--- config.mk ---
export PLATFORM = sky130hd
export DESIGN_NAME = keypad_scanner_flat
export DESIGN_NICKNAME = d
export VERILOG_FILES = /design/src/rtl/keypad_pkg.sv /design/src/rtl/keypad_if.sv /design/src/rtl/keypad_dwell_timer.sv /design/src/rtl/keypad_scanner.sv /design/src/flat_wrapper.sv
export SDC_FILE = /design/constraint.sdc
export NUM_CORES = 1
export LEC_CHECK = 0
export CORE_UTILIZATION = 35
export CTS_BUF_LIST = sky130_fd_sc_hd__clkbuf_4 sky130_fd_sc_hd__clkbuf_8
export CTS_CLUSTER_SIZE = 8
export DETAILED_ROUTE_END_ITERATION = 7
export GPL_TIMING_DRIVEN = 1
export SLEW_MARGIN = 20
export SYNTH_ARGS = -nofsm -noshare
export SYNTH_HDL_FRONTEND = slang
export SYNTH_SLANG_ARGS = --single-unit
--- constraint.sdc ---
create_clock -name clk -period 2.9 [get_ports clk]
set_input_delay 0.58 -clock clk [delete_from_list [all_inputs] [get_ports clk]]
set_output_delay 0.58 -clock clk [all_outputs]
set_load 0.01 [all_outputs]
--- src/rtl/keypad_pkg.sv ---
// Shared types and helpers for the 4x4 keypad row scanner.
package keypad_pkg;

  localparam int unsigned KEY_CODE_W = 4;

  typedef enum logic [1:0] {
    SCAN,
    CONFIRM,
    HELD
  } keypad_state_t;

  function automatic logic single_hot(input logic [3:0] v);
    return (v != 4'b0000) && ((v & (v - 4'd1)) == 4'b0000);
  endfunction

  function automatic logic [1:0] onehot_to_idx(input logic [3:0] v);
    logic [1:0] idx;
    idx = 2'd0;
    for (int i = 0; i < 4; i++) begin
      if (v[i]) idx = 2'(i);
    end
    return idx;
  endfunction

  function automatic logic [3:0] idx_to_onehot(input logic [1:0] idx);
    return 4'b0001 << idx;
  endfunction

endpackage

--- src/rtl/keypad_if.sv ---
// Matrix drive/sense lines and key-code valid/ack handshake of the keypad scanner.
interface keypad_if;
  import keypad_pkg::*;

  logic [3:0]            col_in;
  logic                  key_ack;
  logic [3:0]            row_out;
  logic [KEY_CODE_W-1:0] key_code;
  logic                  key_valid;
  logic                  key_held;
  logic                  key_overrun;

  modport master (
    input  col_in, key_ack,
    output row_out, key_code, key_valid, key_held, key_overrun
  );

  modport slave (
    output col_in, key_ack,
    input  row_out, key_code, key_valid, key_held, key_overrun
  );
endinterface

--- src/rtl/keypad_dwell_timer.sv ---
// Wrapping 0..DWELL-1 counter; o_sample_c flags the last count of each enabled period.
module keypad_dwell_timer #(
  parameter int unsigned DWELL = 1000
) (
  input  logic clk,
  input  logic reset,
  input  logic i_clear,
  input  logic i_en,
  output logic o_sample_c
);

  localparam int unsigned CNT_W = (DWELL > 1) ? $clog2(DWELL) : 1;
  localparam logic [CNT_W-1:0] LAST = CNT_W'(DWELL - 1);

  logic [CNT_W-1:0] r_cnt;

  assign o_sample_c = i_en && (r_cnt == LAST);

  always_ff @(posedge clk or posedge reset) begin
    if (reset) begin
      r_cnt <= '0;
    end else if (i_clear || o_sample_c) begin
      r_cnt <= '0;
    end else if (i_en) begin
      r_cnt <= r_cnt + CNT_W'(1);
    end
  end

endmodule

--- src/rtl/keypad_scanner.sv ---
// 4x4 keypad row scanner: confirms one pressed key and hands its code over a valid/ack port.
// Define KEYPAD_AUTOREPEAT_EN to re-emit a held key every REPEAT_DWELLS dwell periods.
module keypad_scanner
  import keypad_pkg::*;
#(
  parameter int unsigned DWELL         = 1000,
  parameter int unsigned REPEAT_DWELLS = 250
) (
  input  logic     clk,
  input  logic     reset,
  keypad_if.master kp
);

  keypad_state_t         r_state, w_state_nxt;
  logic [1:0]            r_row_idx, w_row_idx_nxt;
  logic [1:0]            r_col_idx, w_col_idx_nxt;
  logic [3:0]            r_row_out;
  logic [KEY_CODE_W-1:0] r_key_code;
  logic                  r_key_valid, r_key_held, r_key_overrun;
  logic                  w_sample, w_clear, w_emit, w_rep_sample;

  keypad_dwell_timer #(.DWELL(DWELL)) u_dwell (
    .clk        (clk),
    .reset      (reset),
    .i_clear    (w_clear),
    .i_en       (1'b1),
    .o_sample_c (w_sample)
  );

`ifdef KEYPAD_AUTOREPEAT_EN
  keypad_dwell_timer #(.DWELL(REPEAT_DWELLS)) u_repeat (
    .clk        (clk),
    .reset      (reset),
    .i_clear    (r_state != HELD),
    .i_en       (w_sample && (r_state == HELD)),
    .o_sample_c (w_rep_sample)
  );
`else
  // Single emission per press: the repeat path folds to a constant.
  assign w_rep_sample = (REPEAT_DWELLS == 0) && 1'b0;
`endif

  // Next-state, row/column tracking and emit decision.
  always_comb begin
    w_state_nxt   = r_state;
    w_row_idx_nxt = r_row_idx;
    w_col_idx_nxt = r_col_idx;
    w_emit        = 1'b0;
    case (r_state)
      SCAN: begin
        if (w_sample) begin
          if (single_hot(kp.col_in)) begin
            w_col_idx_nxt = onehot_to_idx(kp.col_in);
            w_state_nxt   = CONFIRM;
          end else begin
            w_row_idx_nxt = r_row_idx + 2'd1;
          end
        end
      end
      CONFIRM: begin
        if (w_sample) begin
          if (kp.col_in == idx_to_onehot(r_col_idx)) begin
            w_emit      = 1'b1;
            w_state_nxt = HELD;
          end else begin
            w_row_idx_nxt = r_row_idx + 2'd1;
            w_state_nxt   = SCAN;
          end
        end
      end
      HELD: begin
        if (w_sample) begin
          if (!kp.col_in[r_col_idx]) begin
            w_row_idx_nxt = r_row_idx + 2'd1;
            w_state_nxt   = SCAN;
          end else if (w_rep_sample) begin
            w_emit = 1'b1;
          end
        end
      end
      default: w_state_nxt = SCAN;
    endcase
    w_clear = (w_state_nxt != r_state) || (w_row_idx_nxt != r_row_idx);
  end

  always_ff @(posedge clk or posedge reset) begin
    if (reset) begin
      r_state   <= SCAN;
      r_row_idx <= 2'd0;
      r_col_idx <= 2'd0;
    end else begin
      r_state   <= w_state_nxt;
      r_row_idx <= w_row_idx_nxt;
      r_col_idx <= w_col_idx_nxt;
    end
  end

  // Registered outputs; an emit coinciding with key_ack keeps valid high.
  always_ff @(posedge clk or posedge reset) begin
    if (reset) begin
      r_row_out     <= 4'b0001;
      r_key_code    <= '0;
      r_key_valid   <= 1'b0;
      r_key_held    <= 1'b0;
      r_key_overrun <= 1'b0;
    end else begin
      r_row_out     <= idx_to_onehot(w_row_idx_nxt);
      r_key_held    <= (w_state_nxt == HELD);
      r_key_overrun <= w_emit && r_key_valid && !kp.key_ack;
      if (w_emit) begin
        r_key_code  <= {r_row_idx, r_col_idx};
        r_key_valid <= 1'b1;
      end else if (kp.key_ack) begin
        r_key_valid <= 1'b0;
      end
    end
  end

  assign kp.row_out     = r_row_out;
  assign kp.key_code    = r_key_code;
  assign kp.key_valid   = r_key_valid;
  assign kp.key_held    = r_key_held;
  assign kp.key_overrun = r_key_overrun;

endmodule

--- src/flat_wrapper.sv ---
// flat-port wrapper written by rule: the top's interface ports become plain ports
module keypad_scanner_flat import keypad_pkg::*;
#(
  parameter int unsigned DWELL         = 1000,
  parameter int unsigned REPEAT_DWELLS = 250
)
  (clk, reset, kp_col_in, kp_key_ack, kp_row_out, kp_key_code, kp_key_valid, kp_key_held, kp_key_overrun);
  keypad_if kp_i ();
  input  logic clk;
  input  logic reset;
  input wire logic [$bits(kp_i.col_in)-1:0] kp_col_in;
  input wire logic [$bits(kp_i.key_ack)-1:0] kp_key_ack;
  output wire logic [$bits(kp_i.row_out)-1:0] kp_row_out;
  output wire logic [$bits(kp_i.key_code)-1:0] kp_key_code;
  output wire logic [$bits(kp_i.key_valid)-1:0] kp_key_valid;
  output wire logic [$bits(kp_i.key_held)-1:0] kp_key_held;
  output wire logic [$bits(kp_i.key_overrun)-1:0] kp_key_overrun;
  assign kp_i.col_in = kp_col_in;
  assign kp_i.key_ack = kp_key_ack;
  assign kp_row_out = kp_i.row_out;
  assign kp_key_code = kp_i.key_code;
  assign kp_key_valid = kp_i.key_valid;
  assign kp_key_held = kp_i.key_held;
  assign kp_key_overrun = kp_i.key_overrun;
  keypad_scanner #(.DWELL(DWELL), .REPEAT_DWELLS(REPEAT_DWELLS)) u_core (.clk(clk), .reset(reset), .kp(kp_i));
endmodule
==> run_results.csv, run 1 <==
group,metric,value,unit
outcome,status,"finished, final reports clean",
global_routing,antenna_found_initial,0,
logic_synthesis,synth_top_cell_by_area,"dfrtp_1",
flow_run,max_cap_viol_count,0,
placed_design,hpwl,1870,um
clock_network,clk_latency,0.27,ns
routing,vias,1028,
logic_synthesis,syn_inst,132,
critical_path,r2r_end,"u_core.kp.key_code[2]",
finish,nets,165,
clock_network,post_cts_resized,0,
worst_hold_path,hp-class,"flip-flop to flip-flop",
clock_network,cts_tree,"yes",
floorplan,initial_core_util,37.2,%
logic_synthesis,ys_ff_latch,27,
timing,rsz0062_at_grt,"no",
placed_design,place.gp.congestion,0.879,
critical_path,start_kind,"input pin",
timing,hold_viol_final,0,
clock_network,cts_made_buffers,3,
critical_path,cp_slowest_stage_delay,0.53,ns
power,powerDensity,533,nW/um2
clock_network,clk_pin_slew_worst_paths,0.09,ns
finish,drive_gt1_share,12.8,%
routing,drt-initial-drc-count,35,
floorplan,die_h,64.8,um
global_routing,grt_start_max_net_pins,28,
logic_synthesis,synth_top_area_share,47.1,%
global_routing,grt_pass1_wl,4830,um
finish,antenna_cells,0,
floorplan,rows,22,
finish,post-route-util,45.3,%
logic_synthesis,synth_warnings,0,
routing,wire_per_inst,12.6,um
timing,finalHoldWorstSlack,0.492,ns
power,internal_power,0.000634,W
critical_path,end_kind,"flip-flop",
clock_network,h-tree-depth,1,
critical_path,r2r_cells,5,
clock_network,postCtsSetupRepairBufs,0,
global_routing,grt_usage,14.7,%
routing,drt-vias-per-instance,5.04,
finish,nFillCells,361,
clock_network,cts.sinks,27,
timing,period_needed,2.64,ns
global_routing,grt_overflow_total,0,
critical_path,worstReg2RegStart,"u_core.r_col_idx[0]",
routing,wirelength,2570,um
clock_network,hold_buffers,0,
logic_synthesis,yosysSeqAreaShare,49.0,%
worst_hold_path,min_to,"u_core.kp.key_code[0]",
floorplan,num_io_pins,18,
logic_synthesis,syn_area,1380,um2
critical_path,startpoint,"kp_col_in[0]",
worst_hold_path,hold_start,"u_core.kp.key_code[0]",
finish,layout_commonest_cell,"dfrtp_1",
critical_path,cp.required,3.07,ns
clock_network,cts_root_buf,"clkbuf_8",
critical_path,crit_arrival,2.81,ns
clock_network,cts_buffer_depth,2,
timing,worst_pin_slew,0.548,ns
worst_hold_path,whs_path_depth,2,
timing,finalClockSkew,0.00380,ns
routing,drc_errors,0,
logic_synthesis,synth_enable_flop_cells,0,
logic_synthesis,ys.flop_type,"dfrtp_1",
logic_synthesis,syn-num-nets,140,
critical_path,path_cells,"clkdlybuf4s50_1 > or3b_1 > a2111oi_4 > nor2b_4 > or4_4 > mux2_4",
placed_design,dpl_cell_area,1630,um2
logic_synthesis,async_flop_share,100,%
timing,timing.fmax,0.379,GHz
routing,drt-pass1-iter-count,4,
critical_path,cp_max_fo,4,
power,pwr-share-seq,54.8,%
power,peakVddDrop,0.000181,V
power,p_leak,0.750,nW
power,p_sw_share,29.3,%
timing,max_slew_margin,63.2,%
placed_design,io_buffers,17,
timing,period_share,91.0,%
floorplan,dieArea,4200,um2
critical_path,cpMaxStageDelayCell,"or4_4",
floorplan,die_x,64.8,um
floorplan,core,3720,um2
critical_path,r2r_slack,0.57,ns
power,power_switching,0.000263,W
logic_synthesis,synth_cell_types,40,
timing,slew_viol_final,0,
power,clkPwrFrac,24.7,%
logic_synthesis,yosys-top-cells-area,"dfrtp_1, xor2_1, nor2_1",
logic_synthesis,avgSynthCellArea,10.5,um2
finish,area_delta_synth_final,21.8,%
global_routing,grt_pass1_vias,1050,
finish,final_cell_area,1680,um2
timing,setup_violations,0,
power,combPwrFrac,20.5,%
finish,most-common-layout-cells,"dfrtp_1, nor2_1, clkdlybuf4s50_1",
critical_path,critPathKind,"input pin to flip-flop",
routing,antenna_left,0,
-- sequential cells by signal, summed over array words and instances (netlist names) --
register               cells
u_core.kp.key_overrun      1
u_core.kp.key_held         1
u_core.kp.key_valid        1
u_core.u_dwell.r_cnt      10
u_core.r_state             2
u_core.r_col_idx           2
u_core.r_row_idx           2
u_core.kp.key_code         4
u_core.kp.row_out          4
-- per-layer routing --
layer  global-route usage, %  vias up  routed length [um]
met4                    5.00        0                  36
li1                        -      511                   -
met1                    20.7      493                1290
met3                    3.35        5                 101
met2                    22.1       19                1140
met5                       0        -                   0
-- power by group through the flow --
stage,combinational (W),clock [W],sequential (W)
global route,0.000220,0.000247,0.000505
detailed placement,0.000184,0,0.000499
floorplan,0.000145,0,0.000483
finish,0.000184,0.000222,0.000492
CTS,0.000186,0.000231,0.000492
global placement,0.000180,0,0.000497
-- cells in the mapped netlist (2+ instances only) --
cell type   n
a21oi_1     5
and3_1      3
buf_6       2
dfrtp_1    26
inv_1       4
mux2_4      2
nand2_1    13
nand3_1     4
nand3b_1    3
nand4b_1    3
nor2_1     18
nor3_1      7
nor4b_1     2
o21ai_0     2
o21ai_1     2
or3b_1      2
xnor2_1     4
xor2_1      8
-- area by class of cell --
type | count | area (um2) | area share (%)
clock buffer | 4 | 48.8 | 2.90
inverter | 4 | 15.0 | 0.892
tap | 48 | 60.1 | 3.57
timing repair buffer | 25 | 230 | 13.7
multi-input combinational | 96 | 652 | 38.7
sequential | 27 | 677 | 40.2
-- how the worst max path moves through the flow --
| stage | endpoint | cells past startpoint | slack [ns] |
|---|---|---|---|
| 6_report | u_core.kp.key_code[2] | 6 | 0.26 |
| 3_3_place_gp | u_core.kp.key_code[2] | 6 | 0.003 |
| 5_1_grt | u_core.kp.row_out[2] | 8 | 0.17 |
| 4_1_cts | u_core.kp.key_code[2] | 6 | 0.26 |
| 3_5_place_dp | u_core.kp.key_code[2] | 6 | -0.04 |
| 2_1_floorplan | u_core.kp.key_code[2] | 7 | 0.31 |
-- kinds of logic (layout without fill, tap and decap cells) --
kind of cell / count (synthesis) / count (layout) / share of synthesized area [%]
simple gates: 64 / 64 / 25.3
flops: 27 / 27 / 49.0
compound gates: 16 / 16 / 9.60
xor+xnor: 12 / 12 / 7.61
buf+inv: 9 / 33 / 3.80
mux: 3 / 3 / 3.80
fa+ha+maj: 1 / 1 / 0.906
-- stage by stage --
| step | setup slack, ns | total power (W) | TNS [ns] | std cells |
|---|---|---|---|---|
| 6_report | 0.260 | 0.000897 | 0 | 204 |
| 5_1_grt | 0.169 | 0.000972 | 0 | 204 |
| 3_3_place_gp | 0.00274 | 0.000677 | 0 | 200 |
| 4_1_cts | 0.256 | 0.000909 | 0 | 204 |
| 2_1_floorplan | 0.305 | 0.000628 | 0 | 132 |
| 3_5_place_dp | -0.0384 | 0.000683 | -0.113 | 200 |
-- critical path, delay by kind of cell --
kind	cells	cell delay (ns)
compound gates	1	0.43
buf+inv	1	0.47
mux	1	0.31
simple gates	3	1.01
No activity file was read; power rests on OpenSTA's default activity.
==> run 2: changes to the inputs <==
--- a/config.mk
+++ b/config.mk
@@ -7,6 +7,7 @@
 export LEC_CHECK = 0
 export CORE_UTILIZATION = 35
 export CTS_BUF_LIST = sky130_fd_sc_hd__clkbuf_4 sky130_fd_sc_hd__clkbuf_8
+export CTS_CLUSTER_DIAMETER = 120
 export CTS_CLUSTER_SIZE = 8
 export DETAILED_ROUTE_END_ITERATION = 7
 export GPL_TIMING_DRIVEN = 1
==> results of run 2 <==
The final DEF is identical to that of run 1; final timing and power are the same.
